==> src/rtl/mips_pkg.sv <==
// Shared definitions for the multi-cycle MIPS core: opcodes, FSM states, ALU ops.
package mips_pkg;

  localparam logic [5:0] OP_RTYPE = 6'h00;
  localparam logic [5:0] OP_J     = 6'h02;
  localparam logic [5:0] OP_BEQ   = 6'h04;
  localparam logic [5:0] OP_ADDI  = 6'h08;
  localparam logic [5:0] OP_LW    = 6'h23;
  localparam logic [5:0] OP_SW    = 6'h2B;
  localparam logic [5:0] OP_HALT  = 6'h3F;

  localparam logic [5:0] FN_ADD = 6'h20;
  localparam logic [5:0] FN_SUB = 6'h22;
  localparam logic [5:0] FN_AND = 6'h24;
  localparam logic [5:0] FN_OR  = 6'h25;
  localparam logic [5:0] FN_SLT = 6'h2A;

  typedef enum logic [2:0] {
    S_FETCH  = 3'd0,
    S_DECODE = 3'd1,
    S_EXEC   = 3'd2,
    S_MEM    = 3'd3,
    S_WB     = 3'd4,
    S_HALT   = 3'd5
  } state_t;

  typedef enum logic [2:0] {
    ALU_ADD = 3'd0,
    ALU_SUB = 3'd1,
    ALU_AND = 3'd2,
    ALU_OR  = 3'd3,
    ALU_SLT = 3'd4
  } alu_op_t;

  function automatic logic [31:0] sext16(input logic [15:0] imm);
    return {{16{imm[15]}}, imm};
  endfunction

  function automatic logic funct_legal(input logic [5:0] funct);
    return (funct == FN_ADD) || (funct == FN_SUB) || (funct == FN_AND) ||
           (funct == FN_OR)  || (funct == FN_SLT);
  endfunction

  function automatic alu_op_t funct_to_alu_op(input logic [5:0] funct);
    case (funct)
      FN_SUB:  return ALU_SUB;
      FN_AND:  return ALU_AND;
      FN_OR:   return ALU_OR;
      FN_SLT:  return ALU_SLT;
      default: return ALU_ADD;
    endcase
  endfunction

  // 32-bit wrap arithmetic; slt compares as signed
  function automatic logic [31:0] alu_exec(input alu_op_t op, input logic [31:0] a,
                                           input logic [31:0] b);
    case (op)
      ALU_SUB: return a - b;
      ALU_AND: return a & b;
      ALU_OR:  return a | b;
      ALU_SLT: return {31'b0, ($signed(a) < $signed(b))};
      default: return a + b;
    endcase
  endfunction

endpackage

==> src/rtl/mc_regfile.sv <==
// 32x32 register file: two asynchronous read ports, one synchronous write port, $0 fixed at 0.
module mc_regfile (
  input  logic        clk,
  input  logic        rst_n,
  input  logic        we,
  input  logic [4:0]  waddr,
  input  logic [31:0] wdata,
  input  logic [4:0]  raddr_a,
  input  logic [4:0]  raddr_b,
  output logic [31:0] rdata_a,
  output logic [31:0] rdata_b
);

  logic [31:0] regs_reg [32];
  logic [31:0] wr_sel;

  // One write-enable per register; entry 0 never gets one so writes to $0 vanish
  generate
    for (genvar gi = 0; gi < 32; gi++) begin : g_wr_sel
      if (gi == 0) begin : g_zero
        assign wr_sel[gi] = 1'b0;
      end else begin : g_reg
        assign wr_sel[gi] = we && (waddr == 5'(gi));
      end
    end
  endgenerate

  // Register storage, cleared on reset
  always_ff @(posedge clk or negedge rst_n) begin
    if (!rst_n) begin
      for (int i = 0; i < 32; i++) regs_reg[i] <= '0;
    end else begin
      for (int i = 0; i < 32; i++) if (wr_sel[i]) regs_reg[i] <= wdata;
    end
  end

  assign rdata_a = (raddr_a == 5'd0) ? '0 : regs_reg[raddr_a];
  assign rdata_b = (raddr_b == 5'd0) ? '0 : regs_reg[raddr_b];

endmodule

==> src/rtl/mips_multicycle_core.sv <==
// Multi-cycle MIPS-I subset core with a single req/ack memory port.
// The next fetch request is launched on the retire edge, so a fetch acked in
// its first request cycle costs exactly one cycle.
module mips_multicycle_core #(
  parameter logic [31:0] RESET_PC    = 32'h0000_0000,
  parameter int          CNT_WIDTH   = 32,
  parameter bit          ENABLE_JUMP = 1'b1
) (
  input  logic                 clk,
  input  logic                 rst_n,
  output logic                 mem_req,
  output logic                 mem_we,
  output logic [31:0]          mem_addr,
  output logic [31:0]          mem_wdata,
  input  logic                 mem_ack,
  input  logic [31:0]          mem_rdata,
  output logic                 halted,
  output logic                 illegal_instr,
  output logic                 misaligned,
  output logic [CNT_WIDTH-1:0] retired_cnt
);
  import mips_pkg::*;

  state_t state_reg, state_next;
  logic [31:0] pc_reg, pc_next, ir_reg, ir_next, a_reg, a_next, b_reg, b_next;
  logic [31:0] alu_out_reg, alu_out_next, mdr_reg, mdr_next;
  logic [31:0] mem_addr_reg, mem_addr_next, mem_wdata_reg, mem_wdata_next;
  logic        mem_req_reg, mem_req_next, mem_we_reg, mem_we_next;
  logic        halted_reg, halted_next, illegal_reg, illegal_next;
  logic        misaligned_reg, misaligned_next, retire;
  logic [CNT_WIDTH-1:0] retired_reg, retired_next;

  logic [5:0]  opcode, funct;
  logic [31:0] imm_sext, beq_target, j_target, rs_data, rt_data, rf_wdata, alu_result;
  logic [4:0]  rf_waddr;
  logic        rf_we, is_rtype, is_mem_op, op_legal;

  assign opcode     = ir_reg[31:26];
  assign funct      = ir_reg[5:0];
  assign imm_sext   = sext16(ir_reg[15:0]);
  assign is_rtype   = (opcode == OP_RTYPE);
  assign is_mem_op  = (opcode == OP_LW) || (opcode == OP_SW);
  // pc_reg already holds pc+4 once the instruction is latched
  assign beq_target = pc_reg + {imm_sext[29:0], 2'b00};
  assign j_target   = {pc_reg[31:28], ir_reg[25:0], 2'b00};
  assign alu_result = alu_exec(is_rtype ? funct_to_alu_op(funct) : ALU_ADD,
                               a_reg, is_rtype ? b_reg : imm_sext);
  assign rf_waddr   = is_rtype ? ir_reg[15:11] : ir_reg[20:16];
  assign rf_wdata   = (opcode == OP_LW) ? mdr_reg : alu_out_reg;

  mc_regfile u_regfile (
    .clk(clk), .rst_n(rst_n), .we(rf_we), .waddr(rf_waddr), .wdata(rf_wdata),
    .raddr_a(ir_reg[25:21]), .raddr_b(ir_reg[20:16]),
    .rdata_a(rs_data), .rdata_b(rt_data)
  );

  // Opcode/funct legality check used in DECODE
  always_comb begin
    op_legal = 1'b0;
    case (opcode)
      OP_RTYPE:                             op_legal = funct_legal(funct);
      OP_ADDI, OP_LW, OP_SW, OP_BEQ, OP_HALT: op_legal = 1'b1;
      OP_J:                                 op_legal = ENABLE_JUMP;
      default:                              op_legal = 1'b0;
    endcase
  end

  // FSM next-state and datapath register updates
  always_comb begin
    state_next = state_reg;        pc_next = pc_reg;          ir_next = ir_reg;
    a_next = a_reg;                b_next = b_reg;            alu_out_next = alu_out_reg;
    mdr_next = mdr_reg;            mem_req_next = mem_req_reg; mem_we_next = mem_we_reg;
    mem_addr_next = mem_addr_reg;  mem_wdata_next = mem_wdata_reg;
    halted_next = halted_reg;      illegal_next = illegal_reg; misaligned_next = misaligned_reg;
    retire = 1'b0;                 rf_we = 1'b0;
    case (state_reg)
      S_FETCH: begin
        if (mem_req_reg) begin
          if (mem_ack) begin
            ir_next = mem_rdata;  pc_next = pc_reg + 32'd4;
            mem_req_next = 1'b0;  state_next = S_DECODE;
          end
        end else begin
          // only reached straight out of reset: launch the first fetch
          mem_req_next = 1'b1;  mem_we_next = 1'b0;  mem_addr_next = pc_reg;
        end
      end
      S_DECODE: begin
        a_next = rs_data;  b_next = rt_data;
        if (!op_legal) begin
          illegal_next = 1'b1;  halted_next = 1'b1;  state_next = S_HALT;
        end else if (opcode == OP_BEQ || opcode == OP_J) begin
          if (opcode == OP_J)             pc_next = j_target;
          else if (rs_data == rt_data)    pc_next = beq_target;
          mem_req_next  = 1'b1;  mem_we_next = 1'b0;
          mem_addr_next = (opcode == OP_J) ? j_target :
                          (rs_data == rt_data) ? beq_target : pc_reg;
          retire = 1'b1;  state_next = S_FETCH;
        end else if (opcode == OP_HALT) begin
          halted_next = 1'b1;  retire = 1'b1;  state_next = S_HALT;
        end else begin
          state_next = S_EXEC;
        end
      end
      S_EXEC: begin
        alu_out_next = alu_result;
        if (is_mem_op) begin
          state_next = S_MEM;
          // a misaligned address never reaches the bus; MEM turns it into a halt
          if (alu_result[1:0] == 2'b00) begin
            mem_req_next  = 1'b1;  mem_we_next = (opcode == OP_SW);
            mem_addr_next = alu_result;
            if (opcode == OP_SW) mem_wdata_next = b_reg;
          end
        end else begin
          state_next = S_WB;
        end
      end
      S_MEM: begin
        if (alu_out_reg[1:0] != 2'b00) begin
          misaligned_next = 1'b1;  halted_next = 1'b1;  state_next = S_HALT;
        end else if (mem_req_reg && mem_ack) begin
          mem_req_next = 1'b0;  mem_we_next = 1'b0;
          if (opcode == OP_LW) begin
            mdr_next = mem_rdata;  state_next = S_WB;
          end else begin
            mem_req_next = 1'b1;  mem_addr_next = pc_reg;
            retire = 1'b1;        state_next = S_FETCH;
          end
        end
      end
      S_WB: begin
        rf_we = 1'b1;  retire = 1'b1;  state_next = S_FETCH;
        mem_req_next = 1'b1;  mem_we_next = 1'b0;  mem_addr_next = pc_reg;
      end
      default: begin
        state_next = S_HALT;
      end
    endcase
    retired_next = retire ? retired_reg + CNT_WIDTH'(1) : retired_reg;
  end

  // State and datapath registers
  always_ff @(posedge clk or negedge rst_n) begin
    if (!rst_n) begin
      state_reg <= S_FETCH;  pc_reg <= RESET_PC;  ir_reg <= '0;
      a_reg <= '0;  b_reg <= '0;  alu_out_reg <= '0;  mdr_reg <= '0;
      mem_req_reg <= 1'b0;  mem_we_reg <= 1'b0;  mem_addr_reg <= '0;  mem_wdata_reg <= '0;
      halted_reg <= 1'b0;  illegal_reg <= 1'b0;  misaligned_reg <= 1'b0;  retired_reg <= '0;
    end else begin
      state_reg <= state_next;  pc_reg <= pc_next;  ir_reg <= ir_next;
      a_reg <= a_next;  b_reg <= b_next;  alu_out_reg <= alu_out_next;  mdr_reg <= mdr_next;
      mem_req_reg <= mem_req_next;  mem_we_reg <= mem_we_next;
      mem_addr_reg <= mem_addr_next;  mem_wdata_reg <= mem_wdata_next;
      halted_reg <= halted_next;  illegal_reg <= illegal_next;
      misaligned_reg <= misaligned_next;  retired_reg <= retired_next;
    end
  end

  assign mem_req       = mem_req_reg;
  assign mem_we        = mem_we_reg;
  assign mem_addr      = mem_addr_reg;
  assign mem_wdata     = mem_wdata_reg;
  assign halted        = halted_reg;
  assign illegal_instr = illegal_reg;
  assign misaligned    = misaligned_reg;
  assign retired_cnt   = retired_reg;

endmodule

==> config.mk <==
export PLATFORM = sky130hd
export DESIGN_NAME = mips_multicycle_core
export DESIGN_NICKNAME = d
export VERILOG_FILES = /design/src/rtl/mips_pkg.sv /design/src/rtl/mc_regfile.sv /design/src/rtl/mips_multicycle_core.sv
export SDC_FILE = /design/constraint.sdc
export NUM_CORES = 2
export LEC_CHECK = 0
export CAP_MARGIN = 10
export CORE_MARGIN = 3
export CORE_UTILIZATION = 51
export CTS_BUF_LIST = sky130_fd_sc_hd__clkbuf_4 sky130_fd_sc_hd__clkbuf_8 sky130_fd_sc_hd__clkbuf_16
export DETAILED_ROUTE_END_ITERATION = 7
export DONT_BUFFER_PORTS = 1
export HOLD_SLACK_MARGIN = 0.1
export PLACE_DENSITY = 0.68
export SLEW_MARGIN = 25
export SYNTH_ARGS = -nofsm -noshare
export SYNTH_HDL_FRONTEND = slang
export SYNTH_SLANG_ARGS = --single-unit
export TNS_END_PERCENT = 20
==> constraint.sdc <==
create_clock -name clk -period 17.5 [get_ports clk]
set_clock_uncertainty 0.1 [all_clocks]
set_input_delay 3.5 -clock clk [delete_from_list [all_inputs] [get_ports clk]]
set_output_delay 3.5 -clock clk [all_outputs]
set_load 0.005 [all_outputs]
==> After elaboration in Yosys (flattened, before gate mapping) <==
Index checks and enable logic that the tools add are counted.
{ "op_classes": {"addsub": 5, "n_lt_le_gt_ge": 3, "eq_ne": 65, "muxes": 69, "bitwise": 6, "reduce_logical": 59} }
{ "ops": {"columns": ["op", "n"], "rows": [
  ["32-bit two-way mux", 20],
  ["32-bit binary-select mux with 5-bit select", 2],
  ["32-bit one-hot mux with 5 select lines", 1],
  ["32-bit one-hot mux with 4 select lines", 1],
  ["5-bit equality test (second input constant)", 16],
  ["32-bit adder", 2],
  ["32-bit one-hot mux with 2 select lines", 1],
  ["6-bit equality test (second input constant)", 8],
  ["5-bit by 4-bit equality test with 1-bit output (second input constant)", 8],
  ["32-bit by 1-bit adder with 32-bit output (second input constant)", 1],
  ["32-bit by 3-bit adder with 32-bit output (second input constant)", 1],
  ["32-bit AND", 1],
  ["32-bit equality test", 1],
  ["1-bit logical AND", 32],
  ["32-bit < comparator", 1],
  ["32-bit bitwise OR", 1],
  ["32-bit subtractor", 1],
  ["3-bit two-way mux", 10],
  ["1-bit two-way mux", 26],
  ["2-bit inequality test (second input constant)", 11],
  ["5-bit by 3-bit equality test with 1-bit output (second input constant)", 4],
  ["3-bit one-hot mux with 5 select lines", 1],
  ["3-bit by 2-bit equality test with 1-bit output (second input constant)", 4],
  ["6-bit >= comparator (second input constant)", 2],
  ["other kinds (30)", 51]
]} }
{ "totals": {"register_bits": 1288, "input_bits": 35, "out_inout_bits": 101, "elab_cells": 253} }

==> Logic depth before layout (Yosys ltp) <==
{ "depth": {"ltp_word": 11, "mapped_depth": 22, "mapped_depth_nobuf": 18} }

==> Cells and area by module <==
From an unflattened synthesis, not the netlist that was laid out.
{ "unflattened": {"cells_unflattened": 6208, "area_unflattened_um2": 74064.8} }
{ "modules_own_cells": {"columns": ["mod", "n_inst", "cells_per_inst", "area_per_inst_um2", "seq_area_each_um2"], "rows": [
  ["mc_regfile", 1, 3775, 53522.6, 24823.8],
  ["mips_multicycle_core", 1, 2433, 20542.2, 7407.1]
]} }

==> Worst setup path before layout <==
No wires, ideal clock.
{ "synth_path": {"path_type": "reg2reg", "startpoint": "register ir_reg[31]", "endpoint": "register mem_wdata_reg[10] (netlist: mem_wdata[10])", "setup_ns": 0.125, "arrival_time_ns": 5.621, "required_ns": 17.275, "setup_slack_ns": 11.654, "path_stages_with_launch": 23, "n_path_buf": 5, "synth_period_minus_slack_ns": 5.846, "path_cell_list": "dfrtp_1 or4_1 nor3_1 clkbuf_1 buf_1 clkbuf_1 nand2_1 nand2_1 inv_1 ha_1 clkbuf_1 nor3_1 o31ai_1 a311o_1 o211ai_1 a211oi_1 o21bai_1 a21oi_1 o21ai_0 a22o_1 nand4_1 clkbuf_1 mux2_2"} }
{ "synth_via": {"elab_chain_cells": 6, "elab_cells_between_ends": 18, "classes_between": "add/sub: 2; order compare: 1; eq/ne: 6; mux: 3; bitwise: 2; reduce/logical: 4"} }
{ "synth_lines": {"columns": ["element", "line", "source"], "rows": [
  ["from (decl)", "mips_multicycle_core.sv:25", "logic [31:0] pc_reg, pc_next, ir_reg, ir_next, a_reg, a_next, b_reg, b_next;"],
  ["from (signal assigned)", "mips_multicycle_core.sv:151", "state_reg <= state_next; pc_reg <= pc_next; ir_reg <= ir_next;"],
  ["6-bit logical NOT", "mips_multicycle_core.sv:41", "assign is_rtype = (opcode == OP_RTYPE);"],
  ["32-bit two-way mux / 3-bit two-way mux (equally long branches)", "mips_multicycle_core.sv:47, mips_multicycle_core.sv:46", null],
  ["32-bit adder (tied with other cells)", "mips_pkg.sv:62", "default: return a + b;"],
  ["32-bit one-hot mux with 4 select lines", "mips_pkg.sv:57", "case (op)"],
  ["2-bit logical NOT", "mips_multicycle_core.sv:110", "if (alu_result[1:0] == 2'b00) begin"],
  ["4-bit AND reduction (no line) *", null, null],
  ["to (signal assigned)", "mips_multicycle_core.sv:154", "mem_addr_reg <= mem_addr_next; mem_wdata_reg <= mem_wdata_next;"],
  ["to (decl)", "mips_multicycle_core.sv:27", "logic [31:0] mem_addr_reg, mem_addr_next, mem_wdata_reg, mem_wdata_next;"]
]} }
Mark *: on every way between the ends. The rest lies on a longest branch, timed or not.
A chain may end at the register's enable or synchronous reset.

==> Worst setup path in the final report <==
{ "layout_path": {"startpoint": "register ir_reg[16]", "endpoint": "register pc_reg[24]"} }
{ "layout_via": {"elab_chain_cells": 11, "elab_cells_between_ends": 12, "classes_between": "eq/ne: 1; mux: 9; bitwise: 1; reduce/logical: 1"} }
{ "layout_lines": {"columns": ["element", "line", "source"], "rows": [
  ["5-bit inverter with 6-bit output (implied by the code)", "mc_regfile.sv:38", "assign rdata_b = (raddr_b == 5'd0) ? '0 : regs_reg[raddr_b];"],
  ["32-bit binary-select mux with 5-bit select", "mc_regfile.sv:38", null],
  ["32-bit two-way mux (implied by the code) (2 in a row)", "mc_regfile.sv:38", null],
  ["32-bit two-way mux *", "mc_regfile.sv:38", null],
  ["32-bit equality test *", "mips_multicycle_core.sv:94", "else if (rs_data == rt_data) pc_next = beq_target;"],
  ["32-bit two-way mux * (4 in a row)", null, null],
  ["32-bit one-hot mux with 2 select lines *", null, null],
  ["to (signal assigned)", "mips_multicycle_core.sv:151", null],
  ["to (decl)", "mips_multicycle_core.sv:25", null]
]} }
Mark *: on every way between the ends. The rest lies on a longest branch, timed or not. The select of a mux whose other input is x is not followed.

==> results.yml <==
synth:
  synth_edf_count: 0
  synth.cell_area_sq_mm: 0.0711
  syn_nets: 7169
  synth_compound_area_share_pct: 16.7
  synth_seq_area_share_pct: 45.3
  yosys.area_share.simple_pct: 11.7
  muxShareOfSynthArea_pct: 18.5
  synth_top_family_by_area: "multiplexers"
  synth_area_leaders: "dfrtp_1, mux4_2, a21oi_1, o21ai_0, nand2_1"
  synth_area_per_cell_sq_um: 10.2
  async_reset_ff_share_pct: 100
  synth_top_area_share_pct: 45.3
  ys_seq_elements: 1288
  synth_top_area_cell: "dfrtp_1"
  yosys_warnings: 0
  synth_ff_type: "dfrtp_1"
  synthAdderAreaFrac_pct: 2.34
  synthCells: 7003
  synth_xor_area_share_pct: 1.13
  netlist-cell-type-count: 83
floorplanning:
  die_x_microns: 379
  io_pins: 136
  die-area_sq_mm: 0.144
  die_h_microns: 379
  core-area_sq_mm: 0.138
  initial_core_util_pct: 51.5
  row_count: 136
global_routing:
  grt_pass1_wl_mm: 382
  grt-ovfl-total: 0
  grt_pass1_vias: 56200
  grt_start_max_net_pins: 199
  track_usage_pct: 36.2
  antenna_found_initial: 11
worst_setup_path:
  cp-end-kind: "flop"
  cp.required_ns: 18.07
  crit_type: "reg -> reg"
  cp_max_fo: 74
  cp.arrival_ns: 7.74
  worstSetupStartpointType: "flop"
routing:
  routedWlPerCell_microns: 30.1
  postRouteAntennaNets: 0
  totalWireLength_mm: 261
  firstDrtPassIters: 6
  routed_via_density: 6.76
  post-route-drc-count: 0
  num_vias: 58700
  first_iter_violations: 8163
clock_network:
  htreeDepth: 4
  clock_sinks: 1288
  cts_tree: "yes"
  cts_buffers: 140
  insertion_delay_ns: 0.81
  clk_pin_slew_ns: 0.06
  ctsResizeCount: 0
  clockBufferDepth: 3
  cts_setup_buffers: 0
  ctsHoldBuffers: 0
  clk_root_buffer_cell: "clkbuf_16"
timing:
  slew_violations: 0
  relSlewSlack_pct: 17.2
  tightest_slew_ns: 1.24
  hold_violations: 0
  fmax_mhz: 139
  period_needed_ns: 7.17
  grt_setup_unrepaired: "no"
  setup_tns_ns: 0
  setup_viol: 0
  min_period_over_period_pct: 41.0
job:
  maxCapViolCount: 0
power_and_ir_drop:
  p_total_mw: 15.5
  p_leak_nw: 33.7
  peakVddDrop_v: 0.000200
  powerDensity_mw_per_mm2: 200
final_layout:
  postLayoutCoreUtil_pct: 56.1
  syn_to_final_growth_pct: 8.96
  fin_nets: 6862
  drive_gt1_share_pct: 16.1
  largest_reg_flops: 992
  design_area_sq_mm: 0.0775
placed_design:
  hpwl_mm: 161
  finalWeightedCongestion: 0.961
  post_dp_cell_area_sq_mm: 0.0727
  port_buffers: 0
outcome:
  outcome: "finished, final reports clean"
min_path:
  hold_path.class: "reg -> reg"
## power breakdown
part / total (mW) / internal [mW] / switching, mW
combinational: 7.53 / 2.86 / 4.67
clock: 3.01 / 1.74 / 1.27
sequential: 4.94 / 3.90 / 1.04
## stage by stage
step                hold WS, ns  worst slack [ns]  cells
global placement          0.373             10.60   8401
finish                    0.395             10.33   8677
floorplan                 0.345             11.65   7003
detailed placement        0.386             10.53   8411
global route              0.417             10.16   8673
CTS                       0.399             10.52   8653
## synth_stat cells (all sizes together), types with 16 or more instances
| master | count |
|---|---|
| dfrtp | 1288 |
| nand2 | 846 |
| a21oi | 714 |
| nor2 | 713 |
| o21ai | 696 |
| clkbuf | 458 |
| mux4 | 395 |
| mux2i | 233 |
| mux2 | 167 |
| buf | 154 |
| ha | 128 |
| inv | 111 |
| o22ai | 83 |
| nand3 | 80 |
| a211oi | 67 |
| a21o | 61 |
| a221oi | 60 |
| nor3 | 60 |
| o211ai | 57 |
| xnor2 | 56 |
| a22oi | 44 |
| xor2 | 36 |
| a221o | 33 |
| and3 | 33 |
| nand2b | 32 |
| nand4 | 27 |
| nor2b | 27 |
| o21a | 22 |
| o22a | 19 |
| and2 | 18 |
| or4 | 18 |
| nor4 | 17 |
| o31ai | 16 |
| or3 | 16 |
## layout make-up
class | count | area (sq um)
inverter | 112 | 420
timing repair buffer | 163 | 1610
fill | 11700 | 60500
clock buffer | 202 | 4240
sequential | 1288 | 32300
clock inverter | 40 | 365
tap | 1863 | 2330
multi-input combinational | 4991 | 36200
antenna | 18 | 45.0
## layer usage
layer	global-route usage (%)	routed length, microns	up-vias
met5	0	11	-
met4	25.9	21500	2
met3	12.2	32100	991
met2	52.0	112000	3726
met1	45.9	95300	29200
li1	-	-	24800
## final timing paths
check | start | endpoint | slack, ns | depth (start not counted)
max | ir_reg[16] | pc_reg[24] | 10.33 | 12
min | u_regfile.regs_reg[439] | u_regfile.regs_reg[439] | 0.39 | 2
max reg2reg | ir_reg[16] | pc_reg[24] | 10.33 | 12
min reg2reg | u_regfile.regs_reg[439] | u_regfile.regs_reg[439] | 0.39 | 2
max in group asynchronous | rst_n | u_regfile.regs_reg[189] | 11.98 | 5
min in group asynchronous | rst_n | retired_cnt[16] | 2.31 | 0
## layout by cell type (no fill, tap or decap), drive strengths merged, types with 80 or more instances in the layout
master  synthesis  layout
a21oi         714     714
buf           154     163
clkbuf        458     202
dfrtp        1288    1288
ha            128     128
inv           111     116
mux2          167     167
mux2i         233     233
mux4          395     395
nand2         846     846
nand3          80      80
nor2          713     713
o21ai         696     696
o22ai          83      83
## worst max-delay path: stages (launching register included)
cell and delay (ns):
dfrtp_4 0.93, buf_4 0.67, buf_12 0.54, mux4_2 0.59, mux4_2 0.49, mux2_2 0.30
xnor2_1 0.19, nor4_2 0.76, nand4_1 0.38, or4b_4 0.91, and3_1 0.31, or3_1 0.31
a221o_1 0.34
## cells by family after synthesis
| logic type | count (synthesis) |
|---|---|
| adder cells (fa/ha/maj) | 131 |
| AO/OA/AOI/OAI | 2020 |
| flip-flops | 1288 |
| AND/OR/NAND/NOR | 1953 |
| XOR/XNOR | 92 |
| multiplexers | 795 |
| buffers and inverters | 724 |
(Power assumes the default switching activity.)
